## src/rtl/perf_mon_pkg.sv

```systemverilog
// Shared types and helpers for the host-stream performance monitor.
// The optional stall counter is enabled by defining PERF_MON_STALL_EN.
package perf_mon_pkg;

    localparam int unsigned PERF_CNT_BITS = 64;
    localparam int unsigned PERF_PKT_BITS = 32;
    localparam int unsigned AXI_DATA_BITS = 512;
    localparam int unsigned AXI_KEEP_BITS = AXI_DATA_BITS / 8;
    localparam int unsigned AXI_ID_BITS   = 6;

    typedef enum logic [1:0] {
        IDLE = 2'd0,
        RUN  = 2'd1,
        DONE = 2'd2
    } perf_mon_state_t;

    typedef struct packed {
        logic [AXI_DATA_BITS-1:0] tdata;
        logic [AXI_KEEP_BITS-1:0] tkeep;
        logic                     tlast;
        logic [AXI_ID_BITS-1:0]   tid;
    } axis_beat_t;

    // Saturating increment of a bits-wide counter; bit 64 flags an increment attempted at all-ones.
    function automatic logic [64:0] sat_inc(input logic [63:0] v, input int unsigned bits);
        logic [63:0] max;
        max = (bits >= 64) ? '1 : ((64'(1) << bits) - 64'(1));
        if (v >= max) sat_inc = {1'b1, max};
        else          sat_inc = {1'b0, v + 64'(1)};
    endfunction

endpackage

```

## src/rtl/axis_skid_reg.sv

```systemverilog
// Generic 2-entry AXI4SR skid register: full throughput, one cycle latency,
// ready toward the source is a flop so no combinational path crosses the stage.
module axis_skid_reg
    import perf_mon_pkg::*;
(
    input  logic       clk,
    input  logic       rst_n,
    input  logic       src_valid,
    output logic       src_ready,
    input  axis_beat_t src_beat,
    output logic       dst_valid,
    input  logic       dst_ready,
    output axis_beat_t dst_beat
);

    logic       skid_valid;
    axis_beat_t skid_beat;

    // The skid entry only fills when the output register is stalled while a beat is accepted.
    always_ff @(posedge clk or negedge rst_n) begin
        if (!rst_n) begin
            dst_valid  <= 1'b0;
            dst_beat   <= '0;
            skid_valid <= 1'b0;
            skid_beat  <= '0;
            src_ready  <= 1'b1;
        end else if (dst_ready || !dst_valid) begin
            if (skid_valid) begin
                dst_beat   <= skid_beat;
                dst_valid  <= 1'b1;
                skid_valid <= 1'b0;
                src_ready  <= 1'b1;
            end else begin
                dst_valid <= src_valid && src_ready;
                if (src_valid && src_ready) dst_beat <= src_beat;
            end
        end else if (src_valid && src_ready) begin
            skid_beat  <= src_beat;
            skid_valid <= 1'b1;
            src_ready  <= 1'b0;
        end
    end

endmodule

```

## src/rtl/host_stream_perf_mon.sv

```systemverilog
// Pass-through monitor on the host-bound stream: skid-registered forwarding plus
// armed cycle/beat/packet counters. Define PERF_MON_STALL_EN for the stall counter.
module host_stream_perf_mon
    import perf_mon_pkg::*;
#(
    parameter int unsigned CNT_BITS = PERF_CNT_BITS,
    parameter int unsigned PKT_BITS = PERF_PKT_BITS
) (
    input  logic                     aclk,
    input  logic                     aresetn,
    input  logic                     axis_in_tvalid,
    output logic                     axis_in_tready,
    input  logic [AXI_DATA_BITS-1:0] axis_in_tdata,
    input  logic [AXI_KEEP_BITS-1:0] axis_in_tkeep,
    input  logic                     axis_in_tlast,
    input  logic [AXI_ID_BITS-1:0]   axis_in_tid,
    output logic                     axis_out_tvalid,
    input  logic                     axis_out_tready,
    output logic [AXI_DATA_BITS-1:0] axis_out_tdata,
    output logic [AXI_KEEP_BITS-1:0] axis_out_tkeep,
    output logic                     axis_out_tlast,
    output logic [AXI_ID_BITS-1:0]   axis_out_tid,
    input  logic                     start,
    input  logic                     clear,
    input  logic [PKT_BITS-1:0]      target_pkts,
    output logic                     busy,
    output logic                     done,
    output logic [CNT_BITS-1:0]      cnt_cycles,
    output logic [CNT_BITS-1:0]      cnt_beats,
    output logic [PKT_BITS-1:0]      cnt_pkts,
`ifdef PERF_MON_STALL_EN
    output logic [CNT_BITS-1:0]      cnt_stall,
`endif
    output logic                     overflow
);

    axis_beat_t      in_beat;
    axis_beat_t      out_beat;
    perf_mon_state_t state;
    logic [PKT_BITS-1:0] target_q;

    assign in_beat = '{tdata: axis_in_tdata, tkeep: axis_in_tkeep,
                       tlast: axis_in_tlast, tid: axis_in_tid};

    axis_skid_reg u_skid (
        .clk       (aclk),
        .rst_n     (aresetn),
        .src_valid (axis_in_tvalid),
        .src_ready (axis_in_tready),
        .src_beat  (in_beat),
        .dst_valid (axis_out_tvalid),
        .dst_ready (axis_out_tready),
        .dst_beat  (out_beat)
    );

    assign axis_out_tdata = out_beat.tdata;
    assign axis_out_tkeep = out_beat.tkeep;
    assign axis_out_tlast = out_beat.tlast;
    assign axis_out_tid   = out_beat.tid;

    logic        beat_hs_c, pkt_hs_c, pkt_hit_c, ovf_c;
    logic [64:0] cyc_inc_c, beat_inc_c, pkt_inc_c;
`ifdef PERF_MON_STALL_EN
    logic        stall_c;
    logic [64:0] stall_inc_c;
`endif

    // Next counter values and saturation/terminal-count detection, sampled at axis_out.
    always_comb begin
        beat_hs_c  = axis_out_tvalid && axis_out_tready;
        pkt_hs_c   = beat_hs_c && axis_out_tlast;
        cyc_inc_c  = sat_inc(64'(cnt_cycles), CNT_BITS);
        beat_inc_c = sat_inc(64'(cnt_beats), CNT_BITS);
        pkt_inc_c  = sat_inc(64'(cnt_pkts), PKT_BITS);
        ovf_c      = cyc_inc_c[64] || (beat_hs_c && beat_inc_c[64]) || (pkt_hs_c && pkt_inc_c[64]);
`ifdef PERF_MON_STALL_EN
        stall_c     = axis_out_tvalid && !axis_out_tready;
        stall_inc_c = sat_inc(64'(cnt_stall), CNT_BITS);
        ovf_c       = ovf_c || (stall_c && stall_inc_c[64]);
`endif
        pkt_hit_c  = pkt_hs_c && (target_q != '0) && (PKT_BITS'(pkt_inc_c[63:0]) == target_q);
    end

    // Measurement FSM and counters; clear has priority over start.
    always_ff @(posedge aclk or negedge aresetn) begin
        if (!aresetn) begin
            state      <= IDLE;
            busy       <= 1'b0;
            done       <= 1'b0;
            target_q   <= '0;
            cnt_cycles <= '0;
            cnt_beats  <= '0;
            cnt_pkts   <= '0;
`ifdef PERF_MON_STALL_EN
            cnt_stall  <= '0;
`endif
            overflow   <= 1'b0;
        end else if (clear || start) begin
            state      <= clear ? IDLE : RUN;
            busy       <= !clear;
            done       <= 1'b0;
            if (!clear) target_q <= target_pkts;
            cnt_cycles <= '0;
            cnt_beats  <= '0;
            cnt_pkts   <= '0;
`ifdef PERF_MON_STALL_EN
            cnt_stall  <= '0;
`endif
            overflow   <= 1'b0;
        end else if (state == RUN) begin
            cnt_cycles <= CNT_BITS'(cyc_inc_c[63:0]);
            if (beat_hs_c) cnt_beats <= CNT_BITS'(beat_inc_c[63:0]);
            if (pkt_hs_c)  cnt_pkts  <= PKT_BITS'(pkt_inc_c[63:0]);
`ifdef PERF_MON_STALL_EN
            if (stall_c)   cnt_stall <= CNT_BITS'(stall_inc_c[63:0]);
`endif
            if (ovf_c) overflow <= 1'b1;
            if (pkt_hit_c) begin
                state <= DONE;
                busy  <= 1'b0;
                done  <= 1'b1;
            end
        end
    end

endmodule

```

## config.mk

```make
export PLATFORM = sky130hd
export DESIGN_NAME = host_stream_perf_mon
export DESIGN_NICKNAME = d
export VERILOG_FILES = /design/src/rtl/perf_mon_pkg.sv /design/src/rtl/axis_skid_reg.sv /design/src/rtl/host_stream_perf_mon.sv
export SDC_FILE = /design/constraint.sdc
export NUM_CORES = 2
export LEC_CHECK = 0
export ABC_CLOCK_PERIOD_IN_PS = 3100
export BUFFER_PORTS_ARGS = -buffer_cell sky130_fd_sc_hd__buf_2
export CELL_PAD_IN_SITES_DETAIL_PLACEMENT = 0
export CELL_PAD_IN_SITES_GLOBAL_PLACEMENT = 1
export CORE_AREA = 2 2 527 529
export CTS_BUF_LIST = sky130_fd_sc_hd__clkbuf_8
export CTS_CLUSTER_SIZE = 10
export DETAILED_ROUTE_END_ITERATION = 7
export DIE_AREA = 0 0 529 531
export GPL_TIMING_DRIVEN = 0
export HOLD_SLACK_MARGIN = 0.08
export MAX_ROUTING_LAYER = met4
export PLACE_DENSITY_LB_ADDON = 0.05
export REMOVE_ABC_BUFFERS = 1
export SYNTH_ARGS = -nofsm -noshare
export SYNTH_HDL_FRONTEND = slang
export SYNTH_HIERARCHICAL = 1
export SYNTH_SLANG_ARGS = --single-unit
```

## constraint.sdc

```tcl
create_clock -name aclk -period 3.1 [get_ports aclk]
set_input_delay 0.155 -clock aclk [delete_from_list [all_inputs] [get_ports aclk]]
set_output_delay 0.155 -clock aclk [all_outputs]
set_load 0.05 [all_outputs]
```

==> summary.md <==
| Metric | Value |
|---|---|
| Via-to-Cell Ratio | `4.55` |
| Fraction of registers with async set/reset | `100%` |
| Area Growth Syn to Fin | `53.2%` |
| Synth Area per Inst | `11.8 um^2` |
| Input/output buffers | `1368` |
| CTS H-tree depth | `5` |
| Die W | `529 um` |
| Reg2reg path depth | `9` |
| Critical path fanouts, max | `3` |
| Site row count | `193` |
| Met3 Wirelength | `23500 um` |
| Status | `complete, no violations` |
| Core footprint | `275000 um^2` |
| Critical R2R Launch | `cnt_pkts[0]` |
| WL final | `293000 um` |
| Power Density | `433 nW/um^2` |
| Fmax | `0.325 GHz` |
| Number of enable flip-flop cells after synthesis | `0` |
| Most numerous cell in the Yosys netlist | `dfrtp_1` |
| Crit. Startpoint | `cnt_pkts[0]` |
| Post-DP HPWL | `209000 um` |
| First-pass GRT wire length | `416000 um` |
| Worst Skew | `0.0650 ns` |
| Die Y | `531 um` |
| Setup CP Type | `register to register` |
| Seq/Total Area, Yosys | `56.2%` |
| RePlAce Congestion | `0.797` |
| TritonCTS Buffers | `291` |
| R2R Setup Slk | `0.02 ns` |
| Final Max Tran Viols | `0` |
| CTS tree | `done` |
| GRT overflow | `0` |
| Switching Power | `10.4 mW` |
| Cells after synthesis | `5158` |
| Final setup viols | `0` |
| Startpoint types | `register` |
| Final Instance Area | `93100 um^2` |
| Max-slew headroom | `34.3%` |
| Final non-filler cell total | `11800` |
| Initial Utilization | `22.1%` |
| Die area | `281000 um^2` |
| Warnings, synthesis | `6` |
| Post-DRT Antenna Nets | `0` |
| Synth area leaders | `dfrtp_1 (56%), mux2_2 (11%), mux2i_1 (9.7%), o21ai_0 (8.8%), o21ai_1 (1.5%)` |
| Max-cap violations | `0` |
| CP endpoint | `done` |
| Vias after detailed routing | `53900` |
| Combinational power share | `7.3%` |
| Wl on met1 | `122000 um` |
| I/O pin cnt | `1369` |
| Pint | `29.9 mW` |
| Hold Crit Class | `input port to register` |
| Worst slack, placed | `-2.44 ns` |
| Fin crit share | `99.3%` |
| Post-route DRC violation count | `0` |
| Post-layout min period | `3.08 ns` |
| WL/cell | `24.7 um` |
| RSZ-0062 raised after global routing | `yes` |
| Clock root buffer | `clkbuf_8` |
| Layout net count | `8559` |
| Lkg Pwr | `43.9 nW` |
| Clock slew at reported path FFs | `0.06 ns` |
| Seq pwr share | `44.8%` |
| Net Sw Frac | `25.8%` |
| Number of global-route vias before repair | `55400` |
| Design Power | `40.3 mW` |
| DR pass1 iterations | `5` |
| Worst VDD drop | `0.294 mV` |
| Worst slew pin tran | `0.985 ns` |
| CP arrival | `3.96 ns` |
| Slack of the critical path | `0.0205 ns` |
| Endpoint class of the critical path | `register` |
| Post-synth top flop | `dfrtp_1` |
| Initial DRC Count | `2839` |
| Post-synth top area cell | `dfrtp_1` |
| Clk Latency, worst-skew pair | `1.01 ns` |
| Wire length on met2 | `140000 um` |
| Post-Syn Area | `60800 um^2` |
| Pin count of the biggest net entering global routing | `136` |
| Reg2reg end | `done` |
| Req. time, crit path | `3.98 ns` |
| Total GRT Usage | `20.8%` |
| Clk buf depth | `4` |
| Post-DP Area | `72700 um^2` |
| Antenna violations before repair | `143` |
| Yosys cell types | `69` |
| #FFs+latches synth | `1364` |
| Post-synth top cells | `dfrtp_1 (1363), o21ai_0 (1064), mux2_2 (612)` |
| Placed insts | `9842` |
| Highest routed layer | `met4` |
| Clock power frac | `48.0%` |
| Hold Violations, Final | `0` |
| Clock sink total | `1364` |
| Share of cells above drive strength 1 | `33.0%` |
| Synth top area share | `56.1%` |
## metrics by stage
| stage | TNS, ns | hold WS, ns | util (%) |
|---|---|---|---|
| 2_1_floorplan | - | -0.141 | - |
| 3_3_place_gp | - | 0.361 | 25.4 |
| 4_1_cts | -0.0350 | 0.0838 | 33.6 |
| 5_1_grt | -0.245 | 0.125 | 33.8 |
| 6_report | 0 | 0.166 | 33.8 |
| 3_5_place_dp | -321.31 | 0.117 | 26.4 |
## critical path: stages, from the launching register on
cell and delay [ns]:
dfrtp_2 0.43, ha_4 0.18, buf_4 0.14, xnor2_1 0.30
o221a_2 0.24, o221ai_1 0.11, or4_1 0.55, or4_1 0.53
and4b_1 0.32, a32o_1 0.17
## repair_timing
action                     4_1_cts  5_1_grt
hold buffers                  1334        0
gates resized for setup         89       55
setup endpoints to repair      561       81
buffers inserted                46       25
hold endpoints to repair      1776        0
pin swaps                       22       21
gates cloned                     2        0
## cell usage in the layout (no fill, tap or decap), types with 9 or more instances in the layout
cell type      count
nor4_1            12
o21ai_0         1063
buf_12            49
nor3_1            59
nor2_1           144
clkinvlp_4        10
nor3_2            10
o21a_1            10
and2_1             9
o22ai_1            9
nand2_1           85
nor4_4            13
or4_1             11
xnor2_1           14
o21ai_1          185
dfrtp_2           30
mux2_2           612
buf_2           1367
mux2i_1          588
inv_1            133
nand3_1           69
a31oi_1           26
and3_1            51
clkbuf_8         349
buf_16            66
and4_1            11
a21oi_1          124
a311oi_1          44
diode_2           94
a211oi_1          31
dfrtp_1         1332
nand4_1           38
buf_4             64
dlygate4sd3_1   1333
## power by group through the flow
stage                     sequential (mW)  clock, mW  combinational (mW)
after floorplan                      18.3          0               0.391
after global placement               18.4          0                1.40
after detailed placement             18.3          0                1.50
after CTS                            18.0       20.3                2.98
after global routing                 18.0       21.1                3.23
final                                18.0       19.3                2.93
## area by class of cell
cell class	count	area, um^2
Antenna cell	94	235
Sequential cell	1364	34200
Clock buffer	349	4800
Multi-Input combinational cell	3375	25100
Timing Repair Buffer	2884	23500
Clock inverter	144	701
Fill cell	28600	182000
Inverter	19	71.3
Tap cell	3607	4510
## kinds of logic (layout without fill, tap and decap cells)
logic type               after synthesis  count (layout)  share of synthesized area (%)
AO/OA/AOI/OAI                       1549            1549                           13.7
flip-flops                          1364            1364                           56.2
multiplexers                        1201            1201                           21.0
AND/OR/NAND/NOR                      599             601                           5.03
buffers and inverters                421            3396                           3.71
XOR/XNOR                              21              21                          0.348
adder cells (fa/ha/maj)                3               3                         0.0618
other                                  0              94                              0
## flip-flops by register name, indices dropped and copies added (netlist names)
register,flops
cnt_pkts,32
cnt_beats,64
u_skid/skid_beat,583
u_skid/dst_valid,1
target_q,32
u_skid/skid_valid,1
state,1
done,1
u_skid/src_ready,1
cnt_cycles,64
overflow,1
u_skid/dst_beat,583
## how the worst min path moves through the flow
stage | start | end | slack [ns] | cells after the start
6_report | axis_in_tdata[498] | u_skid/dst_beat[569] | 0.17 | 4
5_1_grt | axis_in_tdata[337] | u_skid/dst_beat[408] | 0.13 | 4
4_1_cts | axis_in_tdata[337] | u_skid/dst_beat[408] | 0.08 | 4
3_5_place_dp | aresetn | u_skid/dst_beat[551] | 0.12 | 1
3_3_place_gp | clear | state[0] | 0.36 | 2
2_1_floorplan | aresetn | cnt_beats[0] | -0.14 | 0
## routing by layer
metal  vias to the layer above  global-route usage [%]
li1                      24600                       -
met1                     27200                    24.7
met2                      1552                    33.7
met3                       466                    7.04
met4                         0                    4.87
met5                         -                       -
Power figures use the tool's default switching activity.
